$ cat config.mk
export PLATFORM = sky130hd
export DESIGN_NAME = debug_ctrl
export DESIGN_NICKNAME = d
export VERILOG_FILES = /design/src/rtl/debug_ctrl.sv
export SDC_FILE = /design/constraint.sdc
export NUM_CORES = 1
export LEC_CHECK = 0
export CORE_UTILIZATION = 45
export CTS_BUF_LIST = sky130_fd_sc_hd__clkbuf_8 sky130_fd_sc_hd__clkbuf_16
export CTS_CLUSTER_SIZE = 12
export DETAILED_ROUTE_END_ITERATION = 7
export PLACE_DENSITY_LB_ADDON = 0.1
export SYNTH_ARGS = -nofsm -noshare
export SYNTH_HDL_FRONTEND = slang
export SYNTH_SLANG_ARGS = --single-unit
$ cat constraint.sdc
create_clock -name clk_i -period 5.3 [get_ports clk_i]
set_input_delay 0.53 -clock clk_i [delete_from_list [all_inputs] [get_ports clk_i]]
set_output_delay 0.53 -clock clk_i [all_outputs]
set_load 0.1 [all_outputs]
$ cat src/rtl/debug_ctrl.sv
// Host-link debug command controller: halt/resume/step of the core, register
// file read/write through the coprocessor IO port, and break-request capture.
//
// state       | meaning
// ------------+-----------------------------------------------------------
// S_IDLE      | waiting for an opcode byte
// S_GET_IDX   | waiting for the register index operand
// S_GET_DATA  | collecting NB write-data bytes, LSB first
// S_RD_ADDR   | register index driven with read-active
// S_RD_CAPT   | read data captured into the shift register
// S_WR_STROBE | one-cycle register write strobe
// S_STEP_RUN  | core released for exactly one cycle
// S_TX_HDR    | sending the 0xA4 read header
// S_TX_DATA   | sending NB read-data bytes, LSB first
// S_TX_ACK    | sending a single-byte ack / status / error response

module debug_ctrl #(
    parameter int N = 64
) (
    input  logic         clk_i,
    input  logic         reset_i,
    input  logic [7:0]   rxData_i,
    input  logic         rxValid_i,
    output logic         rxReady_o,
    output logic [7:0]   txData_o,
    output logic         txValid_o,
    input  logic         txReady_i,
    input  logic [1:0]   breakSrc_i,
    output logic [14:0]  coprocessorIOAddr_o,
    output logic [2:0]   coprocessorIOControl_o,
    output logic [N-1:0] coprocessorIODataOut_o,
    input  logic [N-1:0] coprocessorIODataIn_i,
    output logic         cpuHalt_o,
    output logic [1:0]   breakCause_o
);

    localparam int NB = N / 8;
    localparam int CW = (NB > 1) ? $clog2(NB) : 1;

    localparam logic [7:0] OP_HALT   = 8'h01;
    localparam logic [7:0] OP_RESUME = 8'h02;
    localparam logic [7:0] OP_STEP   = 8'h03;
    localparam logic [7:0] OP_RDREG  = 8'h10;
    localparam logic [7:0] OP_WRREG  = 8'h11;
    localparam logic [7:0] OP_STATUS = 8'h20;

    localparam logic [7:0] RSP_HALT   = 8'hA1;
    localparam logic [7:0] RSP_RESUME = 8'hA2;
    localparam logic [7:0] RSP_STEP   = 8'hA3;
    localparam logic [7:0] RSP_RDHDR  = 8'hA4;
    localparam logic [7:0] RSP_WRACK  = 8'hA5;
    localparam logic [7:0] RSP_ERR    = 8'hEE;

    typedef enum logic [3:0] {
        S_IDLE,
        S_GET_IDX,
        S_GET_DATA,
        S_RD_ADDR,
        S_RD_CAPT,
        S_WR_STROBE,
        S_STEP_RUN,
        S_TX_HDR,
        S_TX_DATA,
        S_TX_ACK
    } state_t;

    state_t        state_q;
    logic          is_wr_q;
    logic [4:0]    idx_q;
    logic [CW-1:0] cnt_q;
    logic [N-1:0]  shift_q;
    logic [7:0]    tx_data_q;
    logic          tx_valid_q;
    logic [4:0]    addr_q;
    logic          rd_q;
    logic          wr_q;
    logic [N-1:0]  dout_q;
    logic          halt_q;
    logic [1:0]    cause_q;

    logic          rx_fire;
    logic          tx_fire;
    logic          resume_fire;
    logic [N-1:0]  wdata_d;

    assign rxReady_o   = (state_q == S_IDLE) || (state_q == S_GET_IDX) || (state_q == S_GET_DATA);
    assign rx_fire     = rxValid_i && rxReady_o;
    assign tx_fire     = tx_valid_q && txReady_i;
    assign resume_fire = (state_q == S_IDLE) && rx_fire && (rxData_i == OP_RESUME);

    // Incoming bytes enter at the top so the first (LSB) byte ends up at [7:0].
    assign wdata_d = (shift_q >> 8) | (N'(rxData_i) << (N - 8));

    always_ff @(posedge clk_i or posedge reset_i) begin
        if (reset_i) begin
            state_q    <= S_IDLE;
            is_wr_q    <= 1'b0;
            idx_q      <= '0;
            cnt_q      <= '0;
            shift_q    <= '0;
            tx_data_q  <= '0;
            tx_valid_q <= 1'b0;
            addr_q     <= '0;
            rd_q       <= 1'b0;
            wr_q       <= 1'b0;
            dout_q     <= '0;
            halt_q     <= 1'b0;
            cause_q    <= '0;
        end else begin
            case (state_q)
                S_IDLE: begin
                    if (rx_fire) begin
                        case (rxData_i)
                            OP_HALT: begin
                                halt_q     <= 1'b1;
                                tx_data_q  <= RSP_HALT;
                                tx_valid_q <= 1'b1;
                                state_q    <= S_TX_ACK;
                            end
                            OP_RESUME: begin
                                halt_q     <= 1'b0;
                                cause_q    <= '0;
                                tx_data_q  <= RSP_RESUME;
                                tx_valid_q <= 1'b1;
                                state_q    <= S_TX_ACK;
                            end
                            OP_STEP: begin
                                if (halt_q) begin
                                    halt_q  <= 1'b0;
                                    state_q <= S_STEP_RUN;
                                end else begin
                                    tx_data_q  <= RSP_ERR;
                                    tx_valid_q <= 1'b1;
                                    state_q    <= S_TX_ACK;
                                end
                            end
                            OP_RDREG, OP_WRREG: begin
                                is_wr_q <= (rxData_i == OP_WRREG);
                                state_q <= S_GET_IDX;
                            end
                            OP_STATUS: begin
                                tx_data_q  <= {5'b0, halt_q, cause_q};
                                tx_valid_q <= 1'b1;
                                state_q    <= S_TX_ACK;
                            end
                            default: begin
                                tx_data_q  <= RSP_ERR;
                                tx_valid_q <= 1'b1;
                                state_q    <= S_TX_ACK;
                            end
                        endcase
                    end
                end

                S_GET_IDX: begin
                    if (rx_fire) begin
                        idx_q <= rxData_i[4:0];
                        if (is_wr_q) begin
                            cnt_q   <= '0;
                            state_q <= S_GET_DATA;
                        end else if (halt_q) begin
                            addr_q  <= rxData_i[4:0];
                            rd_q    <= 1'b1;
                            state_q <= S_RD_ADDR;
                        end else begin
                            tx_data_q  <= RSP_ERR;
                            tx_valid_q <= 1'b1;
                            state_q    <= S_TX_ACK;
                        end
                    end
                end

                S_GET_DATA: begin
                    if (rx_fire) begin
                        shift_q <= wdata_d;
                        if (cnt_q == CW'(NB - 1)) begin
                            // The halt check is made once all operands are in.
                            if (halt_q) begin
                                addr_q  <= idx_q;
                                dout_q  <= wdata_d;
                                wr_q    <= 1'b1;
                                state_q <= S_WR_STROBE;
                            end else begin
                                tx_data_q  <= RSP_ERR;
                                tx_valid_q <= 1'b1;
                                state_q    <= S_TX_ACK;
                            end
                        end else begin
                            cnt_q <= cnt_q + CW'(1);
                        end
                    end
                end

                S_RD_ADDR: begin
                    state_q <= S_RD_CAPT;
                end

                S_RD_CAPT: begin
                    shift_q    <= coprocessorIODataIn_i;
                    rd_q       <= 1'b0;
                    cnt_q      <= '0;
                    tx_data_q  <= RSP_RDHDR;
                    tx_valid_q <= 1'b1;
                    state_q    <= S_TX_HDR;
                end

                S_WR_STROBE: begin
                    wr_q       <= 1'b0;
                    tx_data_q  <= RSP_WRACK;
                    tx_valid_q <= 1'b1;
                    state_q    <= S_TX_ACK;
                end

                S_STEP_RUN: begin
                    halt_q     <= 1'b1;
                    tx_data_q  <= RSP_STEP;
                    tx_valid_q <= 1'b1;
                    state_q    <= S_TX_ACK;
                end

                S_TX_HDR: begin
                    if (tx_fire) begin
                        tx_data_q <= shift_q[7:0];
                        shift_q   <= shift_q >> 8;
                        state_q   <= S_TX_DATA;
                    end
                end

                S_TX_DATA: begin
                    if (tx_fire) begin
                        if (cnt_q == CW'(NB - 1)) begin
                            tx_valid_q <= 1'b0;
                            state_q    <= S_IDLE;
                        end else begin
                            tx_data_q <= shift_q[7:0];
                            shift_q   <= shift_q >> 8;
                            cnt_q     <= cnt_q + CW'(1);
                        end
                    end
                end

                S_TX_ACK: begin
                    if (tx_fire) begin
                        tx_valid_q <= 1'b0;
                        state_q    <= S_IDLE;
                    end
                end

                default: begin
                    state_q <= S_IDLE;
                end
            endcase

            // A break overrides a same-cycle RESUME and also lands during STEP_RUN.
            if ((breakSrc_i != 2'b00) && (!halt_q || resume_fire)) begin
                halt_q  <= 1'b1;
                cause_q <= breakSrc_i;
            end
        end
    end

    assign txData_o               = tx_data_q;
    assign txValid_o              = tx_valid_q;
    assign coprocessorIOAddr_o    = {10'd0, addr_q};
    assign coprocessorIOControl_o = {1'b0, rd_q, wr_q};
    assign coprocessorIODataOut_o = dout_q;
    assign cpuHalt_o              = halt_q;
    assign breakCause_o           = cause_q;

endmodule
==> results.json <==
{
  "fin_util_pct": 59.1,
  "criticalPathCategory": "reg2reg",
  "cts_setup_buffers": 0,
  "cts_root_buf": "clkbuf_16",
  "required_ns": 5.63,
  "path_max_fanout": 66,
  "max_slew_margin_pct": 19.8,
  "synth_seq_cells": 160,
  "synthTopCellsByArea": "dfrtp_1 50%, mux2_2 11%, nand2_1 7.4%",
  "viasPerCell": 5.86,
  "ir_worst_vdd_v": 0.000483,
  "gp_congestion": 0.900,
  "synth_top_cell_by_area": "dfrtp_1",
  "cts_inserted_buffers": 17,
  "die_area_mm2": 0.0183,
  "die_w_um": 135,
  "die_y_um": 135,
  "grt_setup_unrepaired": "no",
  "core_area_mm2": 0.0174,
  "start_kind": "flop",
  "syn_inst": 794,
  "yosys-top-cells-count": "160 x dfrtp_1, 159 x nand2_1, 81 x mux2_2, 65 x a21oi_1, 56 x a41oi_1",
  "clk_latency_ns": 0.43,
  "async_flop_share_pct": 100,
  "finalSetupViolations": 0,
  "start_util_pct": 46.2,
  "first_iter_violations": 597,
  "vias": 6750,
  "path_clk_slew_ns": 0.07,
  "finalCriticalPeriod_ns": 3.46,
  "antenna_found_initial": 0,
  "min_path_type": "reg2reg",
  "io_pins": 173,
  "power_leakage_nw": 4.39,
  "drive_gt1_share_pct": 14.1,
  "dr.pass1.iters": 5,
  "hold_viol": 0,
  "ctsHoldBuffers": 0,
  "grt_pass1_vias": 6547,
  "grt_usage_pct": 25.0,
  "drcViolationCount": 0,
  "tightestPinTransition_ns": 1.20,
  "timing.critical_path.max_delay_family": "compound AO/OA/AOI/OAI gates",
  "synth_edf_count": 0,
  "path_cells": "nor4b_2 -> o21ai_4 -> buf_4 -> a21oi_1 -> a41oi_1",
  "max_cap_violations": 0,
  "drv_slew": 0,
  "clockBufferDepth": 2,
  "post-synth-top-area-fraction_pct": 50.0,
  "ant_nets": 0,
  "rows": 48,
  "ys.warnings.count": 0,
  "power_per_cell_area_mw_per_mm2": 538,
  "io_buffers": 161,
  "fin_crit_sh_pct": 65.3,
  "ctsHtreeMaxLevel": 4,
  "tns_ns": 0,
  "synthesis.area_mm2": 0.00802,
  "grt_pass1_wl_um": 35300,
  "max_freq_ghz": 0.289,
  "postCtsResizedCells": 0,
  "wl_um": 22200,
  "routedWlPerCell_um": 19.2,
  "yosysMostFrequentCell": "dfrtp_1",
  "max_stage_delay_ns": 1.06,
  "cp_data_arrival_time_ns": 3.80,
  "finalClockSkew_ns": 0.0165,
  "syn2layout_area_growth_pct": 28.0,
  "slowest_stage": "dfrtp_1",
  "synth_cell_type_count": 59,
  "yosysSeqAreaShare_pct": 50.0,
  "diodes": 0,
  "cts.sinks": 160,
  "end_kind": "flop",
  "grt.overflow.total": 0,
  "cp_num_buf_inv": 1,
  "layout.nets": 994,
  "cts_tree": "yes",
  "status": "finished clean",
  "avgSynthCellArea_um2": 10.1,
  "ys.flop_type": "dfrtp_1",
  "dp_hpwl_um": 15100,
  "grt_max_degree": 69
}
-- state kept, by name, indices dropped and copies added, names as in the netlist, 2 cells and up --
name / flops
cnt_q: 3
idx_q: 5
breakCause_o: 2
shift_q: 64
coprocessorIODataOut_o: 64
state_q: 4
txData_o: 8
addr_q: 5
-- where the power goes --
group / internal [W] / total [W] / switching [W]
Sequential: 0.00155 / 0.00193 / 0.000379
Combinational: 0.000801 / 0.00229 / 0.00149
Clock: 0.000777 / 0.00131 / 0.000528
-- routing by layer --
layer / vias up / share of wire (%) / global-route usage [%]
met1: 3348 / 46 / 35.9
li1: 3117 / - / -
met2: 264 / 46 / 37.6
met3: 21 / 6.5 / 6.14
met5: - / 0 / 0
met4: 0 / 1.1 / 6.49
-- kinds of logic after synthesis --
kind of cell / share of synthesized area (%)
multiplexers: 11.5
AND/OR/NAND/NOR: 13.8
adder cells (fa/ha/maj): 0.312
buffers and inverters: 5.82
AO/OA/AOI/OAI: 18.3
flip-flops: 50.0
XOR/XNOR: 0.219
other: 0.0468
-- worst paths after layout --
check,from,endpoint,slack (ns),depth (start not counted)
max,state_q[0],shift_q[27],1.84,5
min,coprocessorIODataOut_o[6],coprocessorIODataOut_o[6],0.51,1
max reg2reg,state_q[0],shift_q[27],1.84,5
min reg2reg,coprocessorIODataOut_o[6],coprocessorIODataOut_o[6],0.51,1
max in group asynchronous,reset_i,coprocessorIODataOut_o[13],3.66,3
min in group asynchronous,reset_i,coprocessorIODataOut_o[57],0.57,2
-- cell usage in the layout, fill, tap and decap left out, drive strengths merged, types with 7 or more instances in the layout --
cell type / instances
a21oi: 65
a31oi: 13
a41oi: 56
buf: 7
clkbuf: 19
clkdlybuf4s50: 161
conb: 11
dfrtp: 160
inv: 19
mux2: 82
nand2: 159
nand3: 13
nor2: 22
nor2b: 8
nor3: 7
nor4b: 7
o21ai: 25
-- stage by stage --
stage	power (W)	setup slack (ns)	std cells	hold WS (ns)	cell area (um2)
3_3_place_gp	0.00417	2.02	1120	0.468	9630
5_1_grt	0.00584	1.56	1152	0.524	10300
6_report	0.00552	1.84	1152	0.508	10300
3_5_place_dp	0.00422	1.92	1120	0.491	9630
2_1_floorplan	0.00364	0.450	804	0.450	8050
4_1_cts	0.00553	1.92	1152	0.509	10300
-- area by class of cell --
cell class	instances	area, um2
fillers	1477	7090
flip-flops and latches	160	4000
multi-input cells	552	3610
repair buffers	168	1680
clock buffers	19	453
well taps	225	282
clock inverters	13	180
inverters	15	61.3
(Power assumes the default switching activity.)
